## config.mk

```make
export PLATFORM = sky130hd
export DESIGN_NAME = half_mult_issue_stage
export DESIGN_NICKNAME = d
export VERILOG_FILES = /design/src/rtl/half_mult_issue_stage.sv
export SDC_FILE = /design/constraint.sdc
export NUM_CORES = 1
export LEC_CHECK = 0
export ABC_AREA = 0
export ABC_CLOCK_PERIOD_IN_PS = 3200
export CORE_MARGIN = 10
export CORE_UTILIZATION = 25
export DETAILED_ROUTE_END_ITERATION = 12
export PLACE_DENSITY = 0.55
export SYNTH_ARGS = -nofsm -noshare
export SYNTH_HDL_FRONTEND = slang
export SYNTH_SLANG_ARGS = --single-unit
```

## constraint.sdc

```tcl
create_clock -name CLK -period 3.2 [get_ports CLK]
set_input_delay 0.64 -clock CLK [delete_from_list [all_inputs] [get_ports CLK]]
set_output_delay 0.64 -clock CLK [all_outputs]
set_load 0.01 [all_outputs]
```

## src/rtl/half_mult_issue_stage.sv

```systemverilog
// ---------------------------------------------------------------------------
// half_mult_issue_stage
//
// Issue/capture stage wrapped around the combinational half-precision
// multiplier float_mult_16bit. Operand pairs arrive on a valid/ready stream
// and are buffered in a small in-order FIFO. The FIFO head drives the
// multiplier operand bus. The returned product is registered into a
// valid/ready output slot, together with the operation tag and exception
// flags. Up to DEPTH + 1 operations can be in flight: DEPTH in the FIFO and
// one in the output register.
//
// Ports
//   CLK           clock, all flops on posedge
//   RST           asynchronous reset, active-high
//   in_valid      operand pair offered
//   in_ready      stage can accept a pair (FIFO not full, register based)
//   in_a, in_b    IEEE half operands
//   in_tag        opaque tag returned with the result
//   mult_float1   FIFO head operand a to the multiplier (0 when empty)
//   mult_float2   FIFO head operand b to the multiplier (0 when empty)
//   mult_product  product returned by the multiplier (combinational)
//   out_valid     result register holds a valid result
//   out_ready     consumer accepts the result
//   out_product   registered product
//   out_tag       registered tag
//   out_flags     registered {ovf, inf, snan, qnan, zero}
//   occupancy     FIFO entry count
// ---------------------------------------------------------------------------
module half_mult_issue_stage #(
    parameter int DEPTH = 2,
    parameter int TAG_W = 4
) (
    input  logic                     CLK,
    input  logic                     RST,
    input  logic                     in_valid,
    output logic                     in_ready,
    input  logic [15:0]              in_a,
    input  logic [15:0]              in_b,
    input  logic [TAG_W-1:0]         in_tag,
    output logic [15:0]              mult_float1,
    output logic [15:0]              mult_float2,
    input  logic [15:0]              mult_product,
    output logic                     out_valid,
    input  logic                     out_ready,
    output logic [15:0]              out_product,
    output logic [TAG_W-1:0]         out_tag,
    output logic [4:0]               out_flags,
    output logic [$clog2(DEPTH):0]   occupancy
);

    localparam int PTR_W = $clog2(DEPTH);
    localparam int CNT_W = PTR_W + 1;

    // Product pattern the multiplier emits when a normal result overflows.
    localparam logic [15:0] OVF_PATTERN = 16'hFDFF;

    // -----------------------------------------------------------------------
    // Operand classification helpers
    // -----------------------------------------------------------------------
    function automatic logic is_inf(input logic [15:0] x);
        return (x[14:10] == 5'h1F) && (x[9:0] == 10'd0);
    endfunction

    function automatic logic is_qnan(input logic [15:0] x);
        return (x[14:10] == 5'h1F) && x[9];
    endfunction

    function automatic logic is_snan(input logic [15:0] x);
        return (x[14:10] == 5'h1F) && !x[9] && (x[8:0] != 9'd0);
    endfunction

    // Priority zero > qnan > snan > inf > normal; at most one class bit is
    // set. Only +0 counts as zero; -0 is treated as an ordinary operand.
    function automatic logic [4:0] classify_flags(input logic [15:0] a,
                                                  input logic [15:0] b,
                                                  input logic [15:0] p);
        logic a_zero;
        logic b_zero;
        logic f_zero;
        logic f_qnan;
        logic f_snan;
        logic f_inf;
        logic [4:0] f;
        a_zero = (a == 16'h0000);
        b_zero = (b == 16'h0000);
        f_zero = (a_zero && !is_inf(b)) || (b_zero && !is_inf(a));
        // +0 x inf is an invalid operation and is reported as a quiet NaN.
        f_qnan = is_qnan(a) || is_qnan(b) ||
                 (a_zero && is_inf(b)) || (b_zero && is_inf(a));
        f_snan = is_snan(a) || is_snan(b);
        f_inf  = is_inf(a) || is_inf(b);
        f = 5'b00000;
        if (f_zero) begin
            f[0] = 1'b1;
        end else if (f_qnan) begin
            f[1] = 1'b1;
        end else if (f_snan) begin
            f[2] = 1'b1;
        end else if (f_inf) begin
            f[3] = 1'b1;
        end else if (p == OVF_PATTERN) begin
            f[4] = 1'b1;
        end
        return f;
    endfunction

    // -----------------------------------------------------------------------
    // State
    // -----------------------------------------------------------------------
    logic [15:0]      mem_a_q   [DEPTH];
    logic [15:0]      mem_b_q   [DEPTH];
    logic [TAG_W-1:0] mem_tag_q [DEPTH];

    logic [PTR_W-1:0] wr_ptr_q, wr_ptr_d;
    logic [PTR_W-1:0] rd_ptr_q, rd_ptr_d;
    logic [CNT_W-1:0] count_q,  count_d;

    logic             out_valid_q,   out_valid_d;
    logic [15:0]      out_product_q, out_product_d;
    logic [TAG_W-1:0] out_tag_q,     out_tag_d;
    logic [4:0]       out_flags_q,   out_flags_d;

    logic fifo_empty;
    logic push;
    logic load;

    // in_ready depends on the registered count only, so out_ready never
    // reaches it combinationally; a full FIFO refuses even while popping.
    assign fifo_empty = (count_q == '0);
    assign in_ready   = (count_q != CNT_W'(DEPTH));
    assign push       = in_valid && in_ready;
    assign load       = !fifo_empty && (!out_valid_q || out_ready);

    assign mult_float1 = fifo_empty ? 16'h0000 : mem_a_q[rd_ptr_q];
    assign mult_float2 = fifo_empty ? 16'h0000 : mem_b_q[rd_ptr_q];

    assign out_valid   = out_valid_q;
    assign out_product = out_product_q;
    assign out_tag     = out_tag_q;
    assign out_flags   = out_flags_q;
    assign occupancy   = count_q;

    // -----------------------------------------------------------------------
    // Next-state logic
    // -----------------------------------------------------------------------
    always_comb begin
        wr_ptr_d      = wr_ptr_q;
        rd_ptr_d      = rd_ptr_q;
        count_d       = count_q;
        out_valid_d   = out_valid_q;
        out_product_d = out_product_q;
        out_tag_d     = out_tag_q;
        out_flags_d   = out_flags_q;

        // DEPTH is a power of two, so natural overflow wraps the pointers.
        if (push) begin
            wr_ptr_d = wr_ptr_q + PTR_W'(1);
        end
        if (load) begin
            rd_ptr_d = rd_ptr_q + PTR_W'(1);
        end

        case ({push, load})
            2'b10:   count_d = count_q + CNT_W'(1);
            2'b01:   count_d = count_q - CNT_W'(1);
            default: count_d = count_q;
        endcase

        if (load) begin
            out_valid_d   = 1'b1;
            out_product_d = mult_product;
            out_tag_d     = mem_tag_q[rd_ptr_q];
            out_flags_d   = classify_flags(mult_float1, mult_float2, mult_product);
        end else if (out_ready && out_valid_q) begin
            out_valid_d   = 1'b0;
        end
    end

    // -----------------------------------------------------------------------
    // Control and output registers
    // -----------------------------------------------------------------------
    always_ff @(posedge CLK or posedge RST) begin
        if (RST) begin
            wr_ptr_q      <= '0;
            rd_ptr_q      <= '0;
            count_q       <= '0;
            out_valid_q   <= 1'b0;
            out_product_q <= 16'h0000;
            out_tag_q     <= '0;
            out_flags_q   <= 5'b00000;
        end else begin
            wr_ptr_q      <= wr_ptr_d;
            rd_ptr_q      <= rd_ptr_d;
            count_q       <= count_d;
            out_valid_q   <= out_valid_d;
            out_product_q <= out_product_d;
            out_tag_q     <= out_tag_d;
            out_flags_q   <= out_flags_d;
        end
    end

    // FIFO storage needs no reset: an entry is only read after it is written.
    always_ff @(posedge CLK) begin
        if (push) begin
            mem_a_q[wr_ptr_q]   <= in_a;
            mem_b_q[wr_ptr_q]   <= in_b;
            mem_tag_q[wr_ptr_q] <= in_tag;
        end
    end

endmodule

```

==> impl_metrics.env, run 1 <==
export IMPL_outcome="complete, no violations"
export IMPL_endpoint="mult_float1[14]"
export IMPL_crit_path_end_kind="primary output"
export IMPL_first_global_vias=3089
export IMPL_cap_violations=0
export IMPL_synth_nets=379
export IMPL_yosysWarnings=0
export IMPL_r2r_slack_ns=0.49
export IMPL_whs_ns=0.475
export IMPL_relSlewSlack=0.524
export IMPL_synth_edff_count=72
export IMPL_syn_inst=322
export IMPL_worstReg2RegStart="rd_ptr_q$_DFFE_PP0P_"
export IMPL_wl_per_cell_um=16.6
export IMPL_drt_initial_drc_count=97
export IMPL_wl_met1_um=4830
export IMPL_core_rowCount=47
export IMPL_startpoint_type="flop"
export IMPL_cp_max_fo=23
export IMPL_synth_main_ff_cell="edfxtp_1"
export IMPL_grt_setup_unrepaired="no"
export IMPL_async_flop_share=0.294
export IMPL_portBuffers=116
export IMPL_grt_max_degree=31
export IMPL_cts_buffer_depth=2
export IMPL_tightestPinTransition_ns=0.712
export IMPL_synth_area_per_cell_um2=13.2
export IMPL_finalSetupViolCount=0
export IMPL_syn2layout_area_growth_pct=42.0
export IMPL_finalCriticalPeriod_ns=3.01
export IMPL_top_layer_used="met4"
export IMPL_drive_above_1_share=0.0822
export IMPL_r2r_end="out_flags[2]$_DFFE_PP0P_"
export IMPL_cts_tree="done"
export IMPL_critPathKind="reg2out"
export IMPL_cts_clk_slew_worst_paths_ns=0.07
export IMPL_cellPowerDensity_nw_per_um2=928
export IMPL_grt_pass1_wl_um=17300
export IMPL_synth_seq_cells=102
export IMPL_cpPeakStageDelay_ns=0.82
export IMPL_ys_seq_area_frac=0.687
export IMPL_crit_arrival_ns=2.37
export IMPL_synth_cell_types=47
export IMPL_dieArea_um2=22600
export IMPL_worst_ep_required_time_ns=2.56
export IMPL_final_antenna_net_count=0
export IMPL_reg2reg_depth=6
export IMPL_dr_wl_met3_um=934
export IMPL_core_um2=16600
export IMPL_holdCritPathClass="reg2reg"
export IMPL_post_route_drc_count=0
export IMPL_dieHeight_um=150
export IMPL_ir_drop_mv=0.381
export IMPL_finalCritPeriodShare=0.940
export IMPL_diodes=0
export IMPL_postCtsSetupBuffers=0
export IMPL_htree_levels=3
export IMPL_die_w_um=150
export IMPL_cts_sinks=102
export IMPL_fmaxAchievable_ghz=0.332
export IMPL_dpl_hpwl_um=8450
export IMPL_ios=117
export IMPL_fillers=1599
export IMPL_clock_skew_ns=0.00512
export IMPL_drtPass1Iterations=4
export IMPL_routed_wl_um=11100
export IMPL_cts_resized_gates=0
export IMPL_utilization=0.363
export IMPL_met2_length_um=5260
export IMPL_synthesis_area_um2=4240
export IMPL_viasPerCell=4.27
export IMPL_setup_tns_ns=0
export IMPL_crit_slowest_cell="dfrtp_2"
export IMPL_final_nets=502
export IMPL_numCtsBuffers=9
export IMPL_vias=2858
export IMPL_grt_total_usage=0.0997
export IMPL_antenna_found_initial=0
export IMPL_path_cells="buf_4, mux2i_1, nor2_1, clkdlybuf4s50_1"
export IMPL_slew_violations=0
export IMPL_clk_latency_ns=0.34
export IMPL_startpoint="rd_ptr_q$_DFFE_PP0P_"
export IMPL_start_util=0.256
export IMPL_hold_viol=0
export IMPL_gp_congestion=0.810
export IMPL_hold_buffers=0
export IMPL_cts_root_buf="clkbuf_16"
export IMPL_grt_overflow=0
export IMPL_cellLeakagePower_uw=0.00231
how the worst min path moves through the flow:
| stage | start | to | cells after the start |
|---|---|---|---|
| finish | out_product[7]$_DFFE_PP0P_ | out_product[7]$_DFFE_PP0P_ | 2 |
| global route | out_product[7]$_DFFE_PP0P_ | out_product[7]$_DFFE_PP0P_ | 2 |
| CTS | out_product[7]$_DFFE_PP0P_ | out_product[7]$_DFFE_PP0P_ | 2 |
| detailed placement | out_product[15]$_DFFE_PP0P_ | out_product[15]$_DFFE_PP0P_ | 2 |
| global placement | out_product[12]$_DFFE_PP0P_ | out_product[12]$_DFFE_PP0P_ | 2 |
| floorplan | wr_ptr_q$_DFFE_PP0P_ | wr_ptr_q$_DFFE_PP0P_ | 1 |
final cells by class:
class                      instances  area [um2]  area share
clock buffer                      10         229      0.0380
inverter                           4        15.0     0.00249
tap                              220         275      0.0457
sequential                       102        2910       0.484
timing repair buffer             126        1250       0.207
clock inverter                     6        86.3      0.0143
multi-input combinational        202        1250       0.208
cell families (layout without fill, tap and decap cells):
family	after synthesis	count (layout)	synth area share
buf+inv	18	146	0.0198
fa+ha+maj	1	1	0.00295
compound gates	23	23	0.0419
xor+xnor	5	5	0.0103
flops	102	102	0.687
mux	37	37	0.0876
simple gates	136	136	0.150
critical path, delay by kind of cell, from the launching register on:
family        cells  cell delay (ns)
buf+inv           2             0.90
flops             1             0.82
mux               1             0.10
simple gates      1             0.19
per-layer routing:
layer / vias to the layer above / track usage
met5: - / 0
met3: 12 / 0.0417
met4: 0 / 0.0277
li1: 1408 / -
met2: 96 / 0.163
met1: 1342 / 0.118
Yosys cell counts, types with 5 or more instances:
| cell | count | area share |
|---|---|---|
| edfxtp_1 | 72 | 0.51 |
| clkbuf_1 | 7 | 0.0062 |
| mux2i_1 | 36 | 0.085 |
| nand2_1 | 61 | 0.054 |
| nand3_1 | 5 | 0.0059 |
| o21ai_0 | 7 | 0.0083 |
| nor2_1 | 37 | 0.033 |
| dfrtp_1 | 30 | 0.18 |
| nand4_1 | 5 | 0.0074 |
| nor3_1 | 5 | 0.0059 |
placed cells by master (no fill, tap or decap), types with 2 or more instances in the layout:
master and instances:
clkdlybuf4s50_1 116, edfxtp_1 72, nand2_1 61, mux2i_1 36, nor2_1 36, dfrtp_1 29
clkbuf_16 9, buf_4 9, o21ai_0 7, nor3_1 5, nand3_1 5, nand4_1 5
nand2b_1 4, inv_1 4, xnor2_1 4, nor4_1 3, or2_2 2, or4_1 2
nor3b_1 2, o221ai_1 2, nor2_4 2, o31ai_1 2, bufinv_16 2, clkinv_4 2
power breakdown:
group	switching [uW]	internal [uW]
combinational	1170	1180
sequential	256	1830
clock	465	684
total	1890	3700
sequential cells by signal, summed over array words and instances (netlist names):
register,cells
mem_a_q,32
mem_b_q,32
mem_tag_q,8
occupancy,2
out_flags,5
out_product,16
out_tag,4
out_valid,1
rd_ptr_q,1
wr_ptr_q,1
per-stage QoR:
stage / power (uW) / setup WS, ns / cell area [um2] / cells
detailed placement: 4530 / 0.426 / 5710 / 654
CTS: 5710 / 0.146 / 6020 / 670
global placement: 4510 / 0.492 / 5710 / 654
finish: 5590 / 0.191 / 6020 / 670
global route: 5950 / 0.0196 / 6020 / 670
floorplan: 3250 / 0.398 / 4240 / 322
Note: power is estimated with default switching activity, not from simulation.
==> run 2: changes to the inputs <==
CTS_BUF_LIST = sky130_fd_sc_hd__clkbuf_4   (was not set)
SETUP_SLACK_MARGIN = 0.05   (was not set)
SLEW_MARGIN = 20   (was not set)
==> run 2 against run 1 <==
Compared with the run above:
- hold slack better by 0.017 ns
- sequential power hardly changed
- clock power fell by 35%
- largest power group unchanged
- total power shrank 6.4%
- non-clock buffer count increased by 1
==> impl_metrics.env, run 2 (same netlist as run 1, synthesis figures left out) <==
export IMPL_outcome="complete, no violations"
export IMPL_wl_per_cell_um=17.0
export IMPL_cpPeakStageDelay_ns=0.62
export IMPL_vias=2894
export IMPL_core_rowCount=47
export IMPL_tightestPinTransition_ns=0.727
export IMPL_post_route_drc_count=0
export IMPL_numCtsBuffers=9
export IMPL_finalPower_uw=5230
export IMPL_finalCritPeriodShare=0.905
export IMPL_cts_root_buf="clkbuf_4"
export IMPL_grt_max_degree=31
export IMPL_crit_arrival_ns=2.26
export IMPL_cellLeakagePower_uw=0.00225
export IMPL_whs_ns=0.491
export IMPL_portBuffers=116
export IMPL_crit_path_end_kind="primary output"
export IMPL_gp_congestion=0.810
export IMPL_min_delay_start="out_product[7]$_DFFE_PP0P_"
export IMPL_r2r_slack_ns=0.54
export IMPL_hold_viol=0
export IMPL_ios=117
export IMPL_slew_violations=0
export IMPL_startpoint_type="flop"
export IMPL_final_cell_mix="clkdlybuf4s50_1 (116), edfxtp_1 (72), nand2_1 (61), mux2i_1 (36), nor2_1 (36)"
export IMPL_fin_ws_ns=0.303
export IMPL_antenna_found_initial=0
export IMPL_grt_overflow=0
export IMPL_first_global_vias=3108
export IMPL_die_w_um=150
export IMPL_path_cells="buf_4, mux2i_1, nor2_1, clkdlybuf4s50_1"
export IMPL_cap_violations=0
export IMPL_ir_drop_mv=0.363
export IMPL_dieHeight_um=150
export IMPL_cellPowerDensity_nw_per_um2=888
export IMPL_critPathKind="reg2out"
export IMPL_layout_commonest_cell="clkdlybuf4s50_1"
export IMPL_finalCriticalPeriod_ns=2.90
export IMPL_final_nets=504
export IMPL_worst_ep_required_time_ns=2.56
export IMPL_holdCritPathClass="reg2reg"
export IMPL_setup_tns_ns=0
export IMPL_viasPerCell=4.31
export IMPL_grt_setup_unrepaired="no"
export IMPL_final_area_um2=5890
export IMPL_cp_max_fo=13
export IMPL_start_util=0.256
export IMPL_cts_clk_slew_worst_paths_ns=0.15
export IMPL_dpl_hpwl_um=8450
export IMPL_cts_sinks=102
export IMPL_post_place_ws_ns=0.426
export IMPL_finalSetupViolCount=0
export IMPL_crit_slowest_cell="dfrtp_4"
export IMPL_dpl_cell_area_um2=5710
export IMPL_grt_pass1_wl_um=17300
export IMPL_syn2layout_area_growth_pct=38.9
export IMPL_clock_skew_ns=0.0143
export IMPL_htree_levels=3
export IMPL_worst_hold_path_endpoint="out_product[7]$_DFFE_PP0P_"
export IMPL_holdPathStages=2
export IMPL_cts_tree="done"
export IMPL_relSlewSlack=0.515
export IMPL_final_antenna_net_count=0
export IMPL_hold_buffers=0
export IMPL_fillers=1616
export IMPL_routed_wl_um=11400
export IMPL_drtPass1Iterations=4
export IMPL_dieArea_um2=22600
export IMPL_worstReg2RegStart="rd_ptr_q$_DFFE_PP0P_"
export IMPL_drt_initial_drc_count=109
export IMPL_reg2reg_depth=7
export IMPL_diodes=0
export IMPL_clk_latency_ns=0.46
export IMPL_grt_total_usage=0.0999
export IMPL_fmaxAchievable_ghz=0.345
export IMPL_drive_above_1_share=0.0885
export IMPL_core_um2=16600
export IMPL_cts_buffer_depth=2
export IMPL_r2r_end="out_flags[2]$_DFFE_PP0P_"
[run 2: per-stage QoR]
| step | std cells | util |
|---|---|---|
| detailed placement | 654 | 0.344 |
| finish | 672 | 0.355 |
| global placement | 654 | 0.344 |
| global route | 672 | 0.355 |
| floorplan | 322 | - |
| CTS | 670 | 0.354 |
[run 2: worst max-delay path by stage]
stage,from,slack [ns],endpoint,cells past startpoint
after floorplan,occupancy[0]$_DFFE_PP0P_,0.40,mem_a_q[0][0]$_DFFE_PP_,3
after global placement,rd_ptr_q$_DFFE_PP0P_,0.49,out_flags[2]$_DFFE_PP0P_,6
after detailed placement,rd_ptr_q$_DFFE_PP0P_,0.43,out_flags[2]$_DFFE_PP0P_,6
after CTS,occupancy[0]$_DFFE_PP0P_,0.09,mult_float1[10],4
after global routing,occupancy[0]$_DFFE_PP0P_,0.14,mult_float1[10],4
final,rd_ptr_q$_DFFE_PP0P_,0.30,mult_float1[14],4
[run 2: layer usage]
metal	vias to the layer above	global-route usage	share of wire
li1	1419	-	-
met1	1372	0.118	0.44
met2	99	0.163	0.48
met3	4	0.0489	0.080
met4	0	0.0175	0.0032
met5	-	0	0
[run 2: what timing repair did]
| item | 4_1_cts | 5_1_grt |
|---|---|---|
| gates resized for setup | 1 | 0 |
| gates cloned | 0 | 1 |
| endpoints found under the hold margin | 0 | 0 |
| buffers inserted | 0 | 1 |
| setup endpoints to repair | 8 | 13 |
| pin swaps | 0 | 1 |
[run 2: power by group]
group	total, uW	internal [uW]	switching (uW)
combinational	2420	1190	1220
clock	744	325	419
sequential	2070	1830	237
[run 2: area by class of cell]
class | instances | area [um2] | area share
Timing Repair Buffer | 127 | 1260 | 0.215
Inverter | 4 | 15.0 | 0.00255
Multi-Input combinational cell | 203 | 1260 | 0.214
Tap cell | 220 | 275 | 0.0467
Clock inverter | 6 | 86.3 | 0.0147
Clock buffer | 10 | 75.1 | 0.0127
Sequential cell | 102 | 2920 | 0.495
[run 2: critical path: cells and delay by family, from the launching register on]
| family | cells | cell delay, ns |
|---|---|---|
| and+or+nand+nor | 1 | 0.21 |
| muxes | 1 | 0.13 |
| DFF | 1 | 0.62 |
| buffers and inverters | 2 | 0.82 |
